`src/rtl/vram_arb_pkg.sv`:
```
// rtl/vram_arb_pkg.sv - shared VRAM arbiter widths and owner encodings
package vram_arb_pkg;

  localparam int VRAM_ADDR_W = 16;
  localparam int VRAM_DATA_W = 16;

  typedef enum logic [1:0] {
    OWN_NONE = 2'd0,
    OWN_VGEN = 2'd1,
    OWN_HOST = 2'd2,
    OWN_BLIT = 2'd3
  } owner_e;

endpackage

```
`src/rtl/vram_arb_pick.sv`:
```
// rtl/vram_arb_pick.sv - combinational 2-way host/blit picker
// rr_last=0 gives host the tie, rr_last=1 gives blit the tie; held constant 0 for fixed priority.
module vram_arb_pick (
  input  logic elig_host,
  input  logic elig_blit,
  input  logic rr_last,
  output logic grant_host,
  output logic grant_blit
);

  assign grant_host = elig_host && (!elig_blit || !rr_last);
  assign grant_blit = elig_blit && (!elig_host || rr_last);

endmodule

```
`src/rtl/vram_arb.sv`:
```
// rtl/vram_arb.sv - single-port VRAM arbiter: video first, host/blit share blit cycles
// Define VRAM_ARB_RR_EN for round-robin host/blit ties; otherwise host beats blit.
module vram_arb
  import vram_arb_pkg::*;
#(
  parameter int ADDR_W = VRAM_ADDR_W,
  parameter int DATA_W = VRAM_DATA_W
) (
  input  logic              clk,
  input  logic              reset_n_i,
  input  logic              blit_cycle_i,
  input  logic              vgen_sel_i,
  input  logic [ADDR_W-1:0] vgen_addr_i,
  input  logic              host_req_i,
  input  logic              host_we_i,
  input  logic [ADDR_W-1:0] host_addr_i,
  input  logic [DATA_W-1:0] host_data_i,
  output logic              host_ack_o,
  output logic [DATA_W-1:0] host_data_o,
  input  logic              blit_req_i,
  input  logic              blit_we_i,
  input  logic [ADDR_W-1:0] blit_addr_i,
  input  logic [DATA_W-1:0] blit_data_i,
  output logic              blit_ack_o,
  output logic [DATA_W-1:0] blit_data_o,
  output logic              vram_sel_o,
  output logic              vram_wr_o,
  output logic [ADDR_W-1:0] vram_addr_o,
  output logic [DATA_W-1:0] vram_data_o,
  input  logic [DATA_W-1:0] vram_data_i
);

  logic              host_infl_q, host_infl_d;
  logic              host_rd_q, host_rd_d;
  logic              host_ack_q, host_ack_d;
  logic [DATA_W-1:0] host_data_q, host_data_d;
  logic              blit_infl_q, blit_infl_d;
  logic              blit_rd_q, blit_rd_d;
  logic              blit_ack_q, blit_ack_d;
  logic [DATA_W-1:0] blit_data_q, blit_data_d;

  logic   free_slot;
  logic   elig_host, elig_blit;
  logic   grant_host, grant_blit;
  logic   rr_last;
  owner_e owner;

  assign free_slot = reset_n_i && blit_cycle_i && !vgen_sel_i;
  assign elig_host = free_slot && host_req_i && !host_infl_q && !host_ack_q;
  assign elig_blit = free_slot && blit_req_i && !blit_infl_q && !blit_ack_q;

  vram_arb_pick u_pick (
    .elig_host  (elig_host),
    .elig_blit  (elig_blit),
    .rr_last    (rr_last),
    .grant_host (grant_host),
    .grant_blit (grant_blit)
  );

`ifdef VRAM_ARB_RR_EN
  logic rr_last_q, rr_last_d;

  // Only contested grants move the pointer; the tie winner loses the next tie.
  always_comb begin
    rr_last_d = rr_last_q;
    if (elig_host && elig_blit) begin
      rr_last_d = grant_host;
    end
  end

  always_ff @(posedge clk or negedge reset_n_i) begin
    if (!reset_n_i) begin
      rr_last_q <= 1'b0;
    end else begin
      rr_last_q <= rr_last_d;
    end
  end

  assign rr_last = rr_last_q;
`else
  assign rr_last = 1'b0;
`endif

  always_comb begin
    owner = OWN_NONE;
    if (!reset_n_i) begin
      owner = OWN_NONE;
    end else if (vgen_sel_i) begin
      owner = OWN_VGEN;
    end else if (grant_host) begin
      owner = OWN_HOST;
    end else if (grant_blit) begin
      owner = OWN_BLIT;
    end
  end

  always_comb begin
    vram_sel_o  = 1'b0;
    vram_wr_o   = 1'b0;
    vram_addr_o = vgen_addr_i;
    vram_data_o = '0;
    case (owner)
      OWN_VGEN: begin
        vram_sel_o = 1'b1;
      end
      OWN_HOST: begin
        vram_sel_o  = 1'b1;
        vram_wr_o   = host_we_i;
        vram_addr_o = host_addr_i;
        vram_data_o = host_data_i;
      end
      OWN_BLIT: begin
        vram_sel_o  = 1'b1;
        vram_wr_o   = blit_we_i;
        vram_addr_o = blit_addr_i;
        vram_data_o = blit_data_i;
      end
      default: ;
    endcase
  end

  // Writes ack the cycle after issue; reads spend one cycle capturing vram_data_i first.
  always_comb begin
    host_infl_d = host_infl_q;
    host_rd_d   = 1'b0;
    host_ack_d  = 1'b0;
    host_data_d = host_data_q;
    if (host_ack_q) begin
      host_infl_d = 1'b0;
    end
    if (host_rd_q) begin
      host_data_d = vram_data_i;
      host_ack_d  = 1'b1;
    end
    if (grant_host) begin
      host_infl_d = 1'b1;
      host_rd_d   = !host_we_i;
      host_ack_d  = host_we_i;
    end
  end

  always_comb begin
    blit_infl_d = blit_infl_q;
    blit_rd_d   = 1'b0;
    blit_ack_d  = 1'b0;
    blit_data_d = blit_data_q;
    if (blit_ack_q) begin
      blit_infl_d = 1'b0;
    end
    if (blit_rd_q) begin
      blit_data_d = vram_data_i;
      blit_ack_d  = 1'b1;
    end
    if (grant_blit) begin
      blit_infl_d = 1'b1;
      blit_rd_d   = !blit_we_i;
      blit_ack_d  = blit_we_i;
    end
  end

  always_ff @(posedge clk or negedge reset_n_i) begin
    if (!reset_n_i) begin
      host_infl_q <= 1'b0;
      host_rd_q   <= 1'b0;
      host_ack_q  <= 1'b0;
      host_data_q <= '0;
      blit_infl_q <= 1'b0;
      blit_rd_q   <= 1'b0;
      blit_ack_q  <= 1'b0;
      blit_data_q <= '0;
    end else begin
      host_infl_q <= host_infl_d;
      host_rd_q   <= host_rd_d;
      host_ack_q  <= host_ack_d;
      host_data_q <= host_data_d;
      blit_infl_q <= blit_infl_d;
      blit_rd_q   <= blit_rd_d;
      blit_ack_q  <= blit_ack_d;
      blit_data_q <= blit_data_d;
    end
  end

  assign host_ack_o  = host_ack_q;
  assign host_data_o = host_data_q;
  assign blit_ack_o  = blit_ack_q;
  assign blit_data_o = blit_data_q;

`ifndef SYNTHESIS
  // video_gen must never fetch in a cycle it has also handed to host/blit
  vgen_blit_overlap_a : assert property (@(posedge clk) disable iff (!reset_n_i)
    !(vgen_sel_i && blit_cycle_i));
`endif

endmodule

```
`config.mk`:
```
export PLATFORM = sky130hd
export DESIGN_NAME = vram_arb
export DESIGN_NICKNAME = d
export VERILOG_FILES = /design/src/rtl/vram_arb_pkg.sv /design/src/rtl/vram_arb_pick.sv /design/src/rtl/vram_arb.sv
export SDC_FILE = /design/constraint.sdc
export NUM_CORES = 1
export LEC_CHECK = 0
export CAP_MARGIN = 20
export CORE_UTILIZATION = 30
export CTS_CLUSTER_DIAMETER = 200
export DETAILED_ROUTE_END_ITERATION = 7
export PLACE_DENSITY_LB_ADDON = 0.25
export SYNTH_ARGS = -nofsm -noshare
export SYNTH_HDL_FRONTEND = slang
export SYNTH_SLANG_ARGS = --single-unit
```
`constraint.sdc`:
```
create_clock -name clk -period 2.05 [get_ports clk]
set_clock_uncertainty 0.15 [all_clocks]
set_input_delay 0.41 -clock clk [delete_from_list [all_inputs] [get_ports clk]]
set_output_delay 0.41 -clock clk [all_outputs]
set_load 0.02 [all_outputs]
```
==> impl_results.md, run 1 <==
- Status: finished with violations
- Failing checks: negative setup slack
- Initial antenna violation count: 2
- Compound-Gate Fraction of Synth Area: 0.1759
- Simple-Gate Fraction of Synth Area: 0.1204
- Post-Synth XOR/XNOR Area: 0
- Filler cells: 439
- Power, Total: 2492 uW
- Endpoints failing setup: 34
- CTS H-tree depth: 2
- Clock sinks: 38
- Total CTS buffers: 5
- Final wirelength: slightly below 9 mm
- Nature of the critical path endpoint: output port
- Share of layout cells above drive strength 1: 0.4608
- Fin Hold WS: 149.8 ps
- First-pass GRT wire length: ~13 mm
- Pwr dens: 478.9 mW/mm^2
- Skew-Pair Late Insertion Delay: 290 ps
- Area growth syn-to-layout: 145.6%
- Final nets: 524
- CTS Buffer Depth: 2
- CP Class: reg -> out
- Synth Cell Area: 0.002120 sq mm
- Final GP Congestion: roughly 0.78
- Synth cell types: 27
- Number of synthesized flops with an enable pin: 0
- Post-route ant nets: 0
- Post-DP HPWL: roughly 5.9 mm
- Largest family of logic cells by synthesized area: multiplexers
- Dpl cell area: 0.004622 sq mm
- Synthesized Nets: 308
- Worst EP arrival: 2080 ps
- Worst slew pin tran: 749.4 ps
- Fin area: 0.005205 sq mm
- Crit start category: register
- Initial core utilization: 0.3120
- Global router's overall resource usage: 0.2386
- Synth warn: 0
- Final hold vios: 0
- Main flop type after synthesis: dfrtp_1
- Top cells by area, synth: dfrtp_1 (45%), mux2_2 (18%), a22o_2 (4.7%)
- VDD IR max: 0.6439 mV
- Max-slew violation count: 0
- Post-Syn Instances: between 200 and 250
- Root Buffer: clkbuf_8
- Minimum clock period: around 2600 ps
- DIE AREA: ~0.0074 sq mm
- Top-count cell post-synth: dfrtp_1
- Synth area leader: dfrtp_1
- Avg Inst Size Synth: 10.39 sq um
- DR iter-0 viols: 34
- Area fraction of the dominant cell type after synthesis: 0.4486
- Hold/Removal Path Class: in -> async
- Mux contribution to synthesized area: 0.1824
- Crit path required time: 1490 ps
- Die width: 86.06 um
- Post-synthesis adder-cell area fraction: 0
- Via Count: roughly 2500
- DIE HEIGHT: approximately 86 um
- Gr ovfl total: 0
- Vias/cell: 4.877
- Max frequency: around 0.38 GHz
- I/O pins: 172
- #FFs+latches synth: 38
- Rows: 30
- Port bufs: approximately 170
- Drt first pass iters: 4
- Remaining DRCs: 0
- Most frequent cells after synthesis: dfrtp_1 (38), mux2_2 (33), inv_1 (18)
- Worst-path clk slew: 70 ps
- Vias in the first global route: ~2700
- Drt wl/cell: 17.21 um
- CTS tree: built
- Fin crit share: 1.289
- Post-synth ARST share: 1.000
- Maximum capacitance violations: 0
- RSZ-0062 raised after global routing: yes
- Largest net degree at the start of global routing: 40
- Slew HR: 0.5004
- Register area share after synthesis: 0.4486
- Lkg Pwr: approximately 0.0023 uW
- Core area: ~0.0068 sq mm
- PnR worst setup slack: -592.6 ps
- CP Max Fanout: 7
-- state kept, by name, indices dropped and copies added (netlist names) --
signal and count:
blit_data_o 16, host_data_o 16, blit_ack_o 1, blit_infl_q 1, blit_rd_q 1, host_ack_o 1
host_infl_q 1, host_rd_q 1
-- critical path: stages (launching register included) --
cell     delay (ps)
dfrtp_2         410
or3b_4          420
buf_6           160
buf_12          130
or3_4           370
a31oi_4         170
buf_6           130
-- placed cells by master, fill, tap and decap left out, drive strengths merged, types with 4 or more instances in the layout --
cell / synthesis / routed
a22o: 17 / 17
a31oi: 16 / 16
buf: 8 / 87
bufbuf: 0 / 4
clkbuf: 10 / 7
clkdlybuf4s50: 0 / 133
dfrtp: 38 / 38
inv: 18 / 18
mux2: 34 / 34
nor3: 17 / 17
o21ai: 16 / 16
or3: 16 / 16
-- path summary, 6_finish.rpt --
check | startpoint | end | slack [ps] | depth (start not counted)
max | blit_ack_o | vram_addr_o[14] | -590 | 6
min | reset_n_i | blit_rd_q | 150 | 3
max reg2reg | blit_ack_o | blit_ack_o | 20 | 7
min reg2reg | host_ack_o | host_infl_q | 350 | 1
max in group asynchronous | reset_n_i | blit_ack_o | 1240 | 3
min in group clk | host_ack_o | host_infl_q | 350 | 1
-- metrics by stage --
stage	setup slack, ps	std cells	setup TNS [ps]	util
floorplan	-159.2	204	-4088	-
global placement	-1139	500	-37510	0.6803
detailed placement	-1224	500	-39930	0.6803
CTS	-596.2	522	-17410	0.7635
global route	-629.0	518	-18490	0.7657
finish	-592.6	519	-16940	0.7661
-- layout make-up --
cell class / instances / area, sq um / share of cell area
Clock inverter: 1 / 5.005 / 0.0009615
Sequential cell: 38 / 952.2 / 0.1829
Inverter: 18 / 67.56 / 0.01298
Timing Repair Buffer: 227 / 2457 / 0.4721
Tap cell: 96 / 120.1 / 0.02308
Antenna cell: 2 / 5.005 / 0.0009615
Clock buffer: 7 / 86.33 / 0.01659
Multi-Input combinational cell: 130 / 1511 / 0.2904
-- logic make-up (layout without fill, tap and decap cells) --
kind of cell | Yosys count | in the layout
AO/OA/AOI/OAI | 52 | 52
buffers and inverters | 36 | 253
multiplexers | 34 | 34
other | 0 | 2
flip-flops | 38 | 38
AND/OR/NAND/NOR | 44 | 44
-- per-layer routing --
layer,vias up,track usage,share of wire
met5,-,0,0.0018
met4,2,0.1061,0.024
met3,19,0.08566,0.087
met2,115,0.4315,0.52
met1,1211,0.2467,0.36
li1,1184,-,-
-- where the power goes --
| part | internal, uW | switching (uW) |
|---|---|---|
| logic | 665 | 437 |
| clock network | 271 | 252 |
| registers | 827 | 41.3 |
| total | 1760 | 730 |
-- repair_timing --
item                                    4_1_cts  5_1_grt
hold buffers                                  0        0
endpoints found under the setup margin       35       35
gates resized for setup                     249       21
cloned                                        8        0
pin swaps                                    17       14
hold endpoints to repair                      0        0
buffers inserted                              7        1
Note: power is estimated with default switching activity, not from simulation.
==> run 2, diff against run 1 <==
--- a/config.mk
+++ b/config.mk
@@ -5,6 +5,7 @@
 export SDC_FILE = /design/constraint.sdc
 export NUM_CORES = 1
 export LEC_CHECK = 0
+export ABC_AREA = 1
 export CAP_MARGIN = 20
 export CORE_UTILIZATION = 30
 export CTS_CLUSTER_DIAMETER = 200
==> impl_results.md, run 2 <==
- Status: finished with violations
- Failing checks: negative setup slack
- RSZ-0062 raised after global routing: yes
- Rows: 30
- Top-count cell post-synth: nand3_1
- #FFs+latches synth: 38
- Worst slew pin tran: 456.7 ps
- Total CTS buffers: 5
- DIE AREA: 0.007670 sq mm
- I/O pins: about 170
- Pwr dens: 340.1 mW/mm^2
- Area growth syn-to-layout: 129.7%
- Lkg Pwr: roughly 0.0023 uW
- First-pass GRT wire length: 12.68 mm
- Final wirelength: 9.038 mm
- Core area: 0.006944 sq mm
- DR iter-0 viols: 131
- Number of synthesized flops with an enable pin: 0
- Most frequent cells after synthesis: nand3_1 (65), dfrtp_1 (38), mux2_2 (32)
- Dpl cell area: 0.004079 sq mm
- Hold/Removal Path Class: in -> async
- Hold buffer count at cts: 0
- Slew HR: 0.6955
- Crit path required time: approximately 1500 ps
- Fin crit share: 1.081
- Post-route ant nets: 0
- Largest net degree at the start of global routing: 39
- Worst slack at placement: -772.9 ps
- Die width: 87.58 um
- CP peak stage delay: 390 ps
- Max frequency: 0.4513 GHz
- Post-synth ARST share: 1.000
- Top cells by area, synth: dfrtp_1 (43%), mux2_2 (16%), nand3_1 (15%)
- CP Max Fanout: 6
- Crit path cell chain: nor2_2 -> nand2_2 -> nor2_4 -> buf_6 -> buf_6 -> nand3_1 -> nand3_1 -> buf_6
- Main flop type after synthesis: dfrtp_1
- Power, Total: 1716 uW
- Share of layout cells above drive strength 1: 0.4564
- Global router's overall resource usage: 0.2165
- Avg Inst Size Synth: 9.553 sq um
- Max-slew violation count: 0
- CP Class: reg -> out
- Worst EP arrival: 1660 ps
- Nature of the critical path endpoint: output port
- Reg2reg path depth: 8
- Critical Path Stages: 8
- Minimum clock period: roughly 2200 ps
- CTS Buffer Depth: 2
- Port bufs: approximately 170
- Fin area: 0.005047 sq mm
- Setup TNS: -2624 ps
- Synthesized Nets: 334
- Fin Hold WS: 127.5 ps
- PnR worst setup slack: -165.9 ps
- Synth warn: 0
- Initial core utilization: 0.3164
- Drt wl/cell: between 15 and 20 um
- Buf+Inv Stages, Crit Path: 3
- Most frequent cells in the layout: clkdlybuf4s50_1 (132), buf_6 (41), nand3_2 (40)
- Synth area leader: dfrtp_1
- Slowest cell on the critical path: dfrtp_1
- Root Buffer: clkbuf_8
- DIE HEIGHT: 87.58 um
- Crit-path leading delay family: simple AND/OR/NAND/NOR gates
- Worst path most repeated cell: buf_6
- Via Count: 2709
- Crit start category: register
- Vias/cell: 5.083
- Synth cell types: 21
- Remaining DRCs: 0
- Clock sinks: 38
- CTS H-tree depth: 2
- Final GP Congestion: 0.7494
- Endpoints failing setup: 34
- Area fraction of the dominant cell type after synthesis: 0.4328
- Gr ovfl total: 0
- Vias in the first global route: 2654
- Worst-path clk slew: 70 ps
- CTS tree: built
- Post-Syn Instances: 230
- Flop2flop setup slack: 310 ps
- Maximum capacitance violations: 0
- Final hold vios: 0
- VDD IR max: 0.2277 mV
- Post-DP HPWL: 5.550 mm
- Final nets: 539
- Skew-Pair Late Insertion Delay: 280 ps
- Initial antenna violation count: 0
- Drt first pass iters: 4
- Synth Cell Area: 0.002197 sq mm
- Register area share after synthesis: 0.4328
- Commonest non-fill, non-tap cell in the layout: clkdlybuf4s50_1
## run 2: timing repair
item                       4_1_cts  5_1_grt
gates resized for setup        250       69
setup buffers                   14        7
setup endpoints to repair       34       34
pin swaps                       24       23
gates cloned                     8        1
## run 2: area by class of cell
class | count | area [sq um]
inverter | 21 | 78.83
clock inverter | 1 | 30.03
sequential | 38 | 950.9
clock buffer | 7 | 76.32
timing repair buffer | 216 | 2313
fill | 468 | 1897
tap | 96 | 120.1
multi-input combinational | 153 | 1475
antenna | 1 | 2.502
## run 2: cell families (layout without fill, tap and decap cells)
group / count (synthesis) / in the layout / synth area share
other: 0 / 1 / 0
buffers and inverters: 40 / 245 / 0.09852
muxes: 32 / 32 / 0.1640
DFF: 38 / 38 / 0.4328
AOI/OAI and AO/OA: 21 / 21 / 0.06435
and+or+nand+nor: 99 / 100 / 0.2403
## run 2: per-layer routing
layer	vias up	part of all wire	track usage
met3	34	0.071	0.04618
met5	-	0	0
met4	0	0.044	0.09687
met1	1287	0.35	0.2560
li1	1230	-	-
met2	158	0.54	0.3778
## run 2: metrics by stage
stage / utilization / instances
after floorplan: - / 230
after global routing: 0.7265 / 532
after detailed placement: 0.5874 / 497
final: 0.7268 / 533
after global placement: 0.5874 / 497
after CTS: 0.6746 / 527
## run 2: worst paths after layout
path | startpoint | to
hold / removal | reset_n_i | blit_ack_o
setup reg to reg | host_infl_q | blit_infl_q
setup / recovery | blit_infl_q | vram_addr_o[2]
max in group asynchronous | reset_n_i | host_infl_q
min in group clk | blit_data_o[2] | blit_data_o[2]
hold reg to reg | blit_data_o[2] | blit_data_o[2]
## run 2: where the power goes
part	switching (uW)	total, uW	leakage [uW]	internal, uW
registers	0	749	0.000521	749
clock network	233	597	0.0000525	364
logic	138	370	0.00171	232
==> run 3, diff against run 2 <==
--- a/config.mk
+++ b/config.mk
@@ -6,7 +6,6 @@
 export NUM_CORES = 1
 export LEC_CHECK = 0
 export ABC_AREA = 1
-export CAP_MARGIN = 20
 export CORE_UTILIZATION = 30
 export CTS_CLUSTER_DIAMETER = 200
 export DETAILED_ROUTE_END_ITERATION = 7
==> results of run 3 <==
No change in the layout: final DEF, timing and power equal those of run 2.
